==> src/rtl/sseg_pkg.sv <==
// ============================================================================
// Module : sseg_pkg
// Brief  : Shared types and helpers for the seven-segment scan/decode stages.
// Rev    : 1.0
// ============================================================================
`default_nettype none

package sseg_pkg;

    localparam int NUM_DIGITS = 4;
    localparam int NIBBLE_W   = 4;
    localparam int VALUE_W    = NUM_DIGITS * NIBBLE_W;

    typedef logic [NUM_DIGITS-1:0] digit_sel_t;

    typedef enum logic [1:0] {
        DIG0 = 2'd0,
        DIG1 = 2'd1,
        DIG2 = 2'd2,
        DIG3 = 2'd3
    } digit_idx_t;

    typedef enum logic [0:0] {
        PEND_IDLE = 1'b0,
        PEND_FULL = 1'b1
    } pend_state_t;

    function automatic digit_sel_t onehot4(input logic [1:0] idx);
        digit_sel_t sel;
        sel      = '0;
        sel[idx] = 1'b1;
        return sel;
    endfunction

    function automatic logic [NIBBLE_W-1:0] nibble_at(input logic [VALUE_W-1:0] value,
                                                      input logic [1:0]         idx);
        return value[{idx, 2'b00} +: NIBBLE_W];
    endfunction

    // True when digit idx and every more-significant digit are zero; digit 0 never qualifies.
    function automatic logic upper_zero(input logic [VALUE_W-1:0] value,
                                        input logic [1:0]         idx);
        logic res;
        case (idx)
            2'd1:    res = (value[15:4]  == 12'h000);
            2'd2:    res = (value[15:8]  == 8'h00);
            2'd3:    res = (value[15:12] == 4'h0);
            default: res = 1'b0;
        endcase
        return res;
    endfunction

endpackage

`default_nettype wire

==> src/rtl/ssegment_scan_if.sv <==
// ============================================================================
// Module : ssegment_scan_if
// Brief  : Control/value inputs and scan outputs of the seven-segment scanner.
// Rev    : 1.0
// ============================================================================
`default_nettype none

interface ssegment_scan_if;
    import sseg_pkg::*;

    logic                enable;
    logic [VALUE_W-1:0]  value_in;
    logic                load;
    digit_sel_t          ds;
    logic [NIBBLE_W-1:0] data;
    logic                frame_done;
    logic                pending;

    modport master (
        output enable, value_in, load,
        input  ds, data, frame_done, pending
    );

    modport slave (
        input  enable, value_in, load,
        output ds, data, frame_done, pending
    );
endinterface

`default_nettype wire

==> src/rtl/sseg_refresh_div.sv <==
// ============================================================================
// Module : sseg_refresh_div
// Brief  : Digit-slot divider; counts 0..REFRESH_DIV-1 and flags the last cycle.
// Rev    : 1.0
// ============================================================================
`default_nettype none

module sseg_refresh_div #(
    parameter int REFRESH_DIV = 50000
) (
    input  wire  clk,
    input  wire  rst_n,
    input  wire  en_i,
    output logic tc_o
);

    localparam int               DIV_W      = (REFRESH_DIV > 1) ? $clog2(REFRESH_DIV) : 1;
    localparam logic [DIV_W-1:0] C_TERMINAL = DIV_W'(REFRESH_DIV - 1);

    logic [DIV_W-1:0] div_cnt_q;
    logic [DIV_W-1:0] div_cnt_d;
    logic             at_term;

    assign at_term = (div_cnt_q == C_TERMINAL);
    assign tc_o    = en_i && at_term;

    always_comb begin
        div_cnt_d = div_cnt_q;
        if (en_i) begin
            div_cnt_d = at_term ? '0 : div_cnt_q + DIV_W'(1);
        end
    end

    always_ff @(posedge clk) begin
        if (!rst_n) begin
            div_cnt_q <= '0;
        end else begin
            div_cnt_q <= div_cnt_d;
        end
    end

endmodule

`default_nettype wire

==> src/rtl/ssegment_scan.sv <==
// ============================================================================
// Module : ssegment_scan
// Brief  : 4-digit hex scanner with frame-aligned double-buffered value update.
//          Optional macro SSEG_LEADING_ZERO_BLANK_EN blanks leading zero digits.
// Rev    : 1.0
// ============================================================================
`default_nettype none

module ssegment_scan
    import sseg_pkg::*;
#(
    parameter int REFRESH_DIV = 50000
) (
    input  wire             clk,
    input  wire             rst_n,
    ssegment_scan_if.slave  bus
);

    logic                tc;
    logic                boundary;
    logic                lz_blank;

    digit_idx_t          idx_q,    idx_d;
    logic [VALUE_W-1:0]  shadow_q, shadow_d;
    logic [VALUE_W-1:0]  disp_q,   disp_d;
    pend_state_t         pend_q,   pend_d;
    logic                wrap_q;

    digit_sel_t          ds_q,     ds_d;
    logic [NIBBLE_W-1:0] data_q,   data_d;
    logic                frame_done_q;

    sseg_refresh_div #(
        .REFRESH_DIV (REFRESH_DIV)
    ) u_refresh_div (
        .clk   (clk),
        .rst_n (rst_n),
        .en_i  (bus.enable),
        .tc_o  (tc)
    );

    assign boundary = tc && (idx_q == DIG3);

`ifdef SSEG_LEADING_ZERO_BLANK_EN
    assign lz_blank = upper_zero(disp_q, idx_q);
`else
    assign lz_blank = 1'b0;
`endif

    always_comb begin
        idx_d = idx_q;
        if (tc) begin
            case (idx_q)
                DIG0:    idx_d = DIG1;
                DIG1:    idx_d = DIG2;
                DIG2:    idx_d = DIG3;
                default: idx_d = DIG0;
            endcase
        end
    end

    // A load landing on the frame boundary bypasses the shadow and never raises pending.
    always_comb begin
        shadow_d = shadow_q;
        disp_d   = disp_q;
        pend_d   = pend_q;
        if (bus.load) begin
            shadow_d = bus.value_in;
        end
        if (boundary && bus.load) begin
            disp_d = bus.value_in;
            pend_d = PEND_IDLE;
        end else if (bus.load) begin
            pend_d = PEND_FULL;
        end else if (boundary && (pend_q == PEND_FULL)) begin
            disp_d = shadow_q;
            pend_d = PEND_IDLE;
        end
    end

    // Outputs present the slot state held before this edge, so each digit shows
    // for exactly REFRESH_DIV cycles starting the cycle after reset release.
    always_comb begin
        ds_d   = '0;
        data_d = '0;
        if (bus.enable) begin
            ds_d   = lz_blank ? digit_sel_t'('0) : onehot4(idx_q);
            data_d = nibble_at(disp_q, idx_q);
        end
    end

    always_ff @(posedge clk) begin
        if (!rst_n) begin
            idx_q        <= DIG0;
            shadow_q     <= '0;
            disp_q       <= '0;
            pend_q       <= PEND_IDLE;
            wrap_q       <= 1'b0;
            ds_q         <= '0;
            data_q       <= '0;
            frame_done_q <= 1'b0;
        end else begin
            idx_q        <= idx_d;
            shadow_q     <= shadow_d;
            disp_q       <= disp_d;
            pend_q       <= pend_d;
            wrap_q       <= boundary;
            ds_q         <= ds_d;
            data_q       <= data_d;
            frame_done_q <= wrap_q;
        end
    end

    assign bus.ds         = ds_q;
    assign bus.data       = data_q;
    assign bus.frame_done = frame_done_q;
    assign bus.pending    = (pend_q == PEND_FULL);

endmodule

`default_nettype wire

==> src/flat_wrapper.sv <==
// flat-port wrapper written by rule: the top's interface ports become plain ports
module ssegment_scan_flat import sseg_pkg::*;
#(
    parameter int REFRESH_DIV = 50000
)
  (clk, rst_n, bus_enable, bus_value_in, bus_load, bus_ds, bus_data, bus_frame_done, bus_pending);
  ssegment_scan_if bus_i ();
  input  wire clk;
  input  wire rst_n;
  input wire logic [$bits(bus_i.enable)-1:0] bus_enable;
  input wire logic [$bits(bus_i.value_in)-1:0] bus_value_in;
  input wire logic [$bits(bus_i.load)-1:0] bus_load;
  output wire logic [$bits(bus_i.ds)-1:0] bus_ds;
  output wire logic [$bits(bus_i.data)-1:0] bus_data;
  output wire logic [$bits(bus_i.frame_done)-1:0] bus_frame_done;
  output wire logic [$bits(bus_i.pending)-1:0] bus_pending;
  assign bus_i.enable = bus_enable;
  assign bus_i.value_in = bus_value_in;
  assign bus_i.load = bus_load;
  assign bus_ds = bus_i.ds;
  assign bus_data = bus_i.data;
  assign bus_frame_done = bus_i.frame_done;
  assign bus_pending = bus_i.pending;
  ssegment_scan #(.REFRESH_DIV(REFRESH_DIV)) u_core (.clk(clk), .rst_n(rst_n), .bus(bus_i));
endmodule
==> config.mk <==
export PLATFORM = sky130hd
export DESIGN_NAME = ssegment_scan_flat
export DESIGN_NICKNAME = d
export VERILOG_FILES = /design/src/rtl/sseg_pkg.sv /design/src/rtl/ssegment_scan_if.sv /design/src/rtl/sseg_refresh_div.sv /design/src/rtl/ssegment_scan.sv /design/src/flat_wrapper.sv
export SDC_FILE = /design/constraint.sdc
export NUM_CORES = 1
export LEC_CHECK = 0
export ABC_AREA = 1
export BUFFER_PORTS_ARGS = -buffer_cell sky130_fd_sc_hd__buf_2
export CAP_MARGIN = 0
export CORE_MARGIN = 2
export CORE_UTILIZATION = 40
export DETAILED_ROUTE_END_ITERATION = 7
export GPL_TIMING_DRIVEN = 0
export PLACE_DENSITY = 0.69
export REMOVE_ABC_BUFFERS = 1
export SETUP_SLACK_MARGIN = 0.02
export SLEW_MARGIN = 10
export SYNTH_ARGS = -nofsm -noshare
export SYNTH_HDL_FRONTEND = slang
export SYNTH_SLANG_ARGS = --single-unit
==> constraint.sdc <==
create_clock -name clk -period 2.1 [get_ports clk]
set_input_delay 0.525 -clock clk [delete_from_list [all_inputs] [get_ports clk]]
set_output_delay 0.525 -clock clk [all_outputs]
set_load 0.01 [all_outputs]
==> impl_metrics.toml, run 1 <==
[setup_path]
cp.arrival_ns = 2.04
reg2regPathDepth = 8
cp_max_fo = 26
r2r_start = "u_core.u_refresh_div.div_cnt_q[0]"
cp_cell_sequence = "ha_1, nand3_1, inv_1, nand2_2, nor2_4, nand4_4, clkinvlp_4, a21oi_1"
cp-end-kind = "flop"
crit_required_ns = 2.33
r2r_end = "u_core.disp_q[13]"
critPathMaxStageDelay_ns = 0.36
cp_slowest_cell = "dfxtp_1"
ff2ff_setup_slack_ns = 0.28
critPathKind = "flop to flop"
worstSetupStartpointType = "flop"

[sta]
fmax_ghz = 0.5507
slew_violations = 0
worst_pin_slew_ns = 0.7715
relSlewSlack_pct = 48.51
rsz0062_at_grt = "false"
post-route-period-util_pct = 86.47
fin_tns_setup_ns = 0
skew_ns = 0.008921
hold_viol_final = 0
setup_ws_ns = 0.2841
period_minus_slack_ns = 1.816
setup_violations = 0

[yosys]
ys_types = 34
synthesis.area_um2 = 2738
ys_seq_area_share_pct = 44.61
async_flop_share_pct = 0
ys_ff_latch = 61
postSynthAreaPerCell_um2 = 7.242
syn_inst = 378
yosysMostFrequentCell = "nand2_1"
synth_top_cell_area_share_pct = 44.61
yosysWarnings = 0
synth_top_cell_by_area = "dfxtp_1"
synth_ff_type = "dfxtp_1"
synth_edf_count = 0
synth.area.top_cells = "dfxtp_1 45%, nand2_1 14%, a21oi_1 7.3%"
synthTopCellsByCount = "101 x nand2_1, 61 x dfxtp_1, 50 x inv_1"

[placement]
preCtsSetupSlack_ns = 0.1989
io_buffers = 29
gp_congestion = 0.7967
placed_cell_area_um2 = 2904
dp.final_hpwl_um = 3560

[clock_tree]
cts_buffer_depth = 2
clockRootBuffer = "clkbuf_8"
post-cts-setup-buffers = 0
clkTransAtPathRegs_ns = 0.07
cts_made_buffers = 9
cts_tree = "built"
htree_levels = 3
clock-sinks = 61
insertion_delay_ns = 0.34

[power_and_ir_drop]
p_leak_uw = 0.001488
p_sw_uw = 533.9
sequentialPowerShare_pct = 44.6
power_uw = 2670
p_per_area_nw_per_um2 = 844.2
irDropWorstVdd_uv = 328.7
pwr-share-comb_pct = 4.5
power_frac_clock_pct = 50.9
p_int_uw = 2136
p_sw_share_pct = 19.99

[finish]
fin_util_pct = 47.08
drive_gt1_share_pct = 15.05
multi_input_area_um2 = 1239
syn_to_final_growth_pct = 15.54
seq_area_um2 = 1221
diodes = 0
nets = 433
finalInstanceArea_um2 = 3163
fill_cells = 658

[global_route]
antenna_found_initial = 0
grt_pass1_wl_um = 9094
grt_start_max_net_pins = 27
track_usage_pct = 15.32
grt-ovfl-total = 0
grt_pass1_vias = 2034

[routing]
route.detailed.drc = 0
drtAntennaViolNets = 0
drt_iter0_markers = 127
dr_total_vias = 2314
via_per_inst = 4.703
drt_pre_antenna_iters = 4
wirelength_um = 5307
drt-wirelength-per-cell_um = 10.79

[worst_hold_path]
hold_path.class = "flop to flop"
hold_path_depth = 2
min_from = "u_core.wrap_q"
hold_end = "u_core.bus.frame_done"

[outcome]
status = "completed"

[flow_run]
drv_cap = 0

[die]
die_y_um = 86.73
io-pin-count = 30
fp-row-count = 30
chipWidth_um = 86.73
die-area_um2 = 7522
coreArea_um2 = 6719
start_util_pct = 40.74
==> layout make-up <==
| class | instances | area share, % |
|---|---|---|
| clock inverter | 4 | 3.797 |
| sequential | 61 | 38.61 |
| tap | 80 | 3.165 |
| multi-input combinational | 253 | 39.16 |
| timing repair buffer | 29 | 4.589 |
| clock buffer | 12 | 4.272 |
| inverter | 53 | 6.408 |
==> state kept, by name, summed over array words and instances (netlist names) <==
register / cells
u_core.bus.pending: 1
u_core.u_refresh_div.div_cnt_q: 16
u_core.bus.frame_done: 1
u_core.wrap_q: 1
u_core.disp_q: 16
u_core.shadow_q: 16
u_core.bus.ds: 4
u_core.idx_q: 2
u_core.bus.data: 4
==> worst max-delay path, delay by kind of cell (launching register included) <==
kind	cells	cell delay, ns
AOI/OAI and AO/OA	1	0.09
buffers and inverters	2	0.37
DFF	1	0.36
and+or+nand+nor	4	0.65
adders and majority gates	1	0.24
==> worst max path at each step <==
stage,from,end,slack (ns),cells after the start
global placement,bus_load,u_core.disp_q[9],0.19,6
CTS,u_core.u_refresh_div.div_cnt_q[0],u_core.disp_q[13],0.24,8
finish,u_core.u_refresh_div.div_cnt_q[0],u_core.disp_q[13],0.28,8
global route,u_core.u_refresh_div.div_cnt_q[0],u_core.disp_q[13],0.04,8
floorplan,u_core.u_refresh_div.div_cnt_q[0],u_core.disp_q[0],0.56,8
detailed placement,bus_load,u_core.disp_q[1],0.20,6
==> layer usage <==
| metal | track usage, % | vias up | share of wire, % |
|---|---|---|---|
| met2 | 23.29 | 35 | 44 |
| li1 | - | 1246 | - |
| met5 | 0 | - | 0 |
| met1 | 20.39 | 1025 | 50 |
| met3 | 3.524 | 8 | 3.6 |
| met4 | 7.670 | 0 | 1.7 |
==> placed cells by master, fill, tap and decap left out, types with 4 or more instances in the layout <==
cell type / n
dfxtp_1: 61
ha_1: 6
buf_2: 29
bufinv_16: 4
nor3b_1: 5
o21ai_0: 10
inv_1: 49
or2_2: 7
nor2_1: 43
nor3_1: 9
clkbuf_8: 9
a21oi_1: 40
nand2_1: 101
nand3_1: 6
==> logic make-up (layout without fill, tap and decap cells) <==
family / after synthesis / after routing / share of synthesized area, %
multiplexers: 1 / 1 / 0.3656
buffers and inverters: 64 / 98 / 10.15
adder cells (fa/ha/maj): 6 / 6 / 2.742
AND/OR/NAND/NOR: 188 / 188 / 30.76
flip-flops: 61 / 61 / 44.61
AO/OA/AOI/OAI: 56 / 56 / 10.74
XOR/XNOR: 2 / 2 / 0.6400
==> power by group through the flow <==
stage,Combinational (µW),Sequential [µW],Clock (µW)
floorplan,71.4,1220,0
global placement,118,1220,0
detailed placement,120,1220,0
CTS,121,1190,1390
global route,136,1190,1430
finish,119,1190,1360
==> timing repair <==
action / 4_1_cts / 5_1_grt
resized for setup: 0 / 1
endpoints found under the hold margin: 0 / 0
hold buffers: 0 / 0
setup endpoints to repair: 0 / 6
==> per-stage QoR <==
stage          hold slack (ns)  std cells
3_3_place_gp            0.4010        476
5_1_grt                 0.4430        492
2_1_floorplan           0.3900        367
4_1_cts                 0.4196        492
6_report                0.4194        492
3_5_place_dp            0.4040        476
Note: power is estimated with default switching activity, not from simulation.
==> inputs of run 2 (changes only) <==
- REMOVE_ABC_BUFFERS: 1 -> unset
==> impl_metrics.toml, run 2 (synthesis results as in run 1) <==
[die]
die_y_um = 86.73
io-pin-count = 30
coreArea_um2 = 6719
die-area_um2 = 7522
fp-row-count = 30
start_util_pct = 40.74
chipWidth_um = 86.73

[global_route]
grt_start_max_net_pins = 12
grt_pass1_vias = 2028
antenna_found_initial = 0
grt_pass1_wl_um = 9432
track_usage_pct = 16.05
grt-ovfl-total = 0

[clock_tree]
post-cts-setup-buffers = 0
clkTransAtPathRegs_ns = 0.07
cts_buffer_depth = 2
clockRootBuffer = "clkbuf_8"
cts_hold_buf = 0
cts_tree = "built"
insertion_delay_ns = 0.35
htree_levels = 3
clock-sinks = 61
cts_resized = 0
cts_made_buffers = 9

[routing]
drt-wirelength-per-cell_um = 11.10
drt_iter0_markers = 158
wirelength_um = 5573
wl_met1_um = 2785
wl_met3_um = 352
highest_layer = "met4"
route.met2.wl_um = 2300
drtAntennaViolNets = 0
drt_pre_antenna_iters = 6
via_per_inst = 4.661
route.detailed.drc = 0
dr_total_vias = 2340

[placement]
placed_cells = 486
io_buffers = 28
gp_congestion = 0.8090
preCtsSetupSlack_ns = 0.3741
dp.final_hpwl_um = 3967

[sta]
slew_violations = 0
hold_viol_final = 0
rsz0062_at_grt = "false"
fmax_ghz = 0.5859
worst_pin_slew_ns = 0.5399
post-route-period-util_pct = 81.27
fin_tns_setup_ns = 0
relSlewSlack_pct = 64.01
setup_ws_ns = 0.3933
skew_ns = 0.01352
period_minus_slack_ns = 1.707
setup_violations = 0

[finish]
top_regs = "u_core.disp_q (16), u_core.shadow_q (16), u_core.u_refresh_div.div_cnt_q (16)"
layout.cells.non_filler = 502
fill_cells = 689
multi_input_area_um2 = 1239
final_cell_mix = "101 x nand2_1, 61 x dfxtp_1, 50 x inv_1"
final_common_cell = "nand2_1"
diodes = 0
nets = 443
drive_gt1_share_pct = 16.11
seq_area_um2 = 1221
syn_to_final_growth_pct = 15.77

[power_and_ir_drop]
p_leak_uw = 0.001503
p_per_area_nw_per_um2 = 736.1
power_uw = 2333
irDropWorstVdd_uv = 284.8

[setup_path]
cp-end-kind = "flop"
cp.arrival_ns = 1.94
r2r_start = "u_core.u_refresh_div.div_cnt_q[0]"
cp_max_fo = 10
worstSetupEndpoint = "u_core.u_refresh_div.div_cnt_q[11]"
worstSetupStartpoint = "u_core.u_refresh_div.div_cnt_q[0]"
r2r_end = "u_core.u_refresh_div.div_cnt_q[11]"
reg2regPathDepth = 10
critPathKind = "flop to flop"
crit_required_ns = 2.33
worstSetupStartpointType = "flop"
ff2ff_setup_slack_ns = 0.39

[outcome]
status = "completed"

[yosys]
syn_nets = 404

[flow_run]
drv_cap = 0

[worst_hold_path]
hold_path.class = "flop to flop"
## run 2: changes by cell type in the layout (fill, tap and decap cells not counted)
cell | previous run | this run
buf_6 | 0 | 3
buf_1 | 0 | 2
clkinv_4 | 0 | 1
buf_4 | 0 | 1
clkbuf_1 | 3 | 4
clkinvlp_4 | 1 | 2
clkinv_2 | 0 | 2
clkbuf_8 | 9 | 10
inv_1 | 49 | 50
bufinv_16 | 4 | 1
## run 2: cell type report
type / instances / share of cell area (%)
repair buffers: 28 / 4.422
clock inverters: 6 / 2.013
inverters: 53 / 6.277
plain buffers: 11 / 2.487
well taps: 80 / 3.158
multi-input cells: 253 / 39.08
clock buffers: 10 / 4.027
flip-flops and latches: 61 / 38.53
## run 2: how the worst min path moves through the flow
stage                        from                    end  slack (ns)  depth (start not counted)
detailed placement  u_core.wrap_q  u_core.bus.frame_done        0.40                          2
global route        u_core.wrap_q  u_core.bus.frame_done        0.43                          2
finish              u_core.wrap_q  u_core.bus.frame_done        0.41                          2
floorplan           u_core.wrap_q  u_core.bus.frame_done        0.39                          2
CTS                 u_core.wrap_q  u_core.bus.frame_done        0.42                          2
global placement    u_core.wrap_q  u_core.bus.frame_done        0.40                          2
## run 2: through the flow
step	hold slack, ns	instance area [µm²]	util, %
6_report	0.4140	3169	47.17
5_1_grt	0.4342	3169	47.17
4_1_cts	0.4159	3169	47.17
3_5_place_dp	0.4003	2978	44.32
3_3_place_gp	0.4030	2978	44.32
2_1_floorplan	0.3905	2738	-
## run 2: worst max-delay path: stages (launching register included)
cell     delay, ns
dfxtp_1       0.36
ha_1          0.23
nand3_1       0.09
inv_1         0.06
nand2_2       0.06
nor2_4        0.14
nand2_1       0.15
nand2_2       0.21
inv_1         0.13
o21ai_0       0.09
a21oi_1       0.06
## run 2: layer usage
layer / GRT usage, % / vias up
li1: - / 1263
met3: 4.571 / 11
met4: 7.102 / 0
met1: 22.74 / 1002
met2: 22.59 / 64
met5: 0 / -
## run 2: where the power goes
part           internal [µW]  switching [µW]
Sequential              1180            9.12
Combinational           50.4            79.6
Clock                    545             467
Total                   1780             556
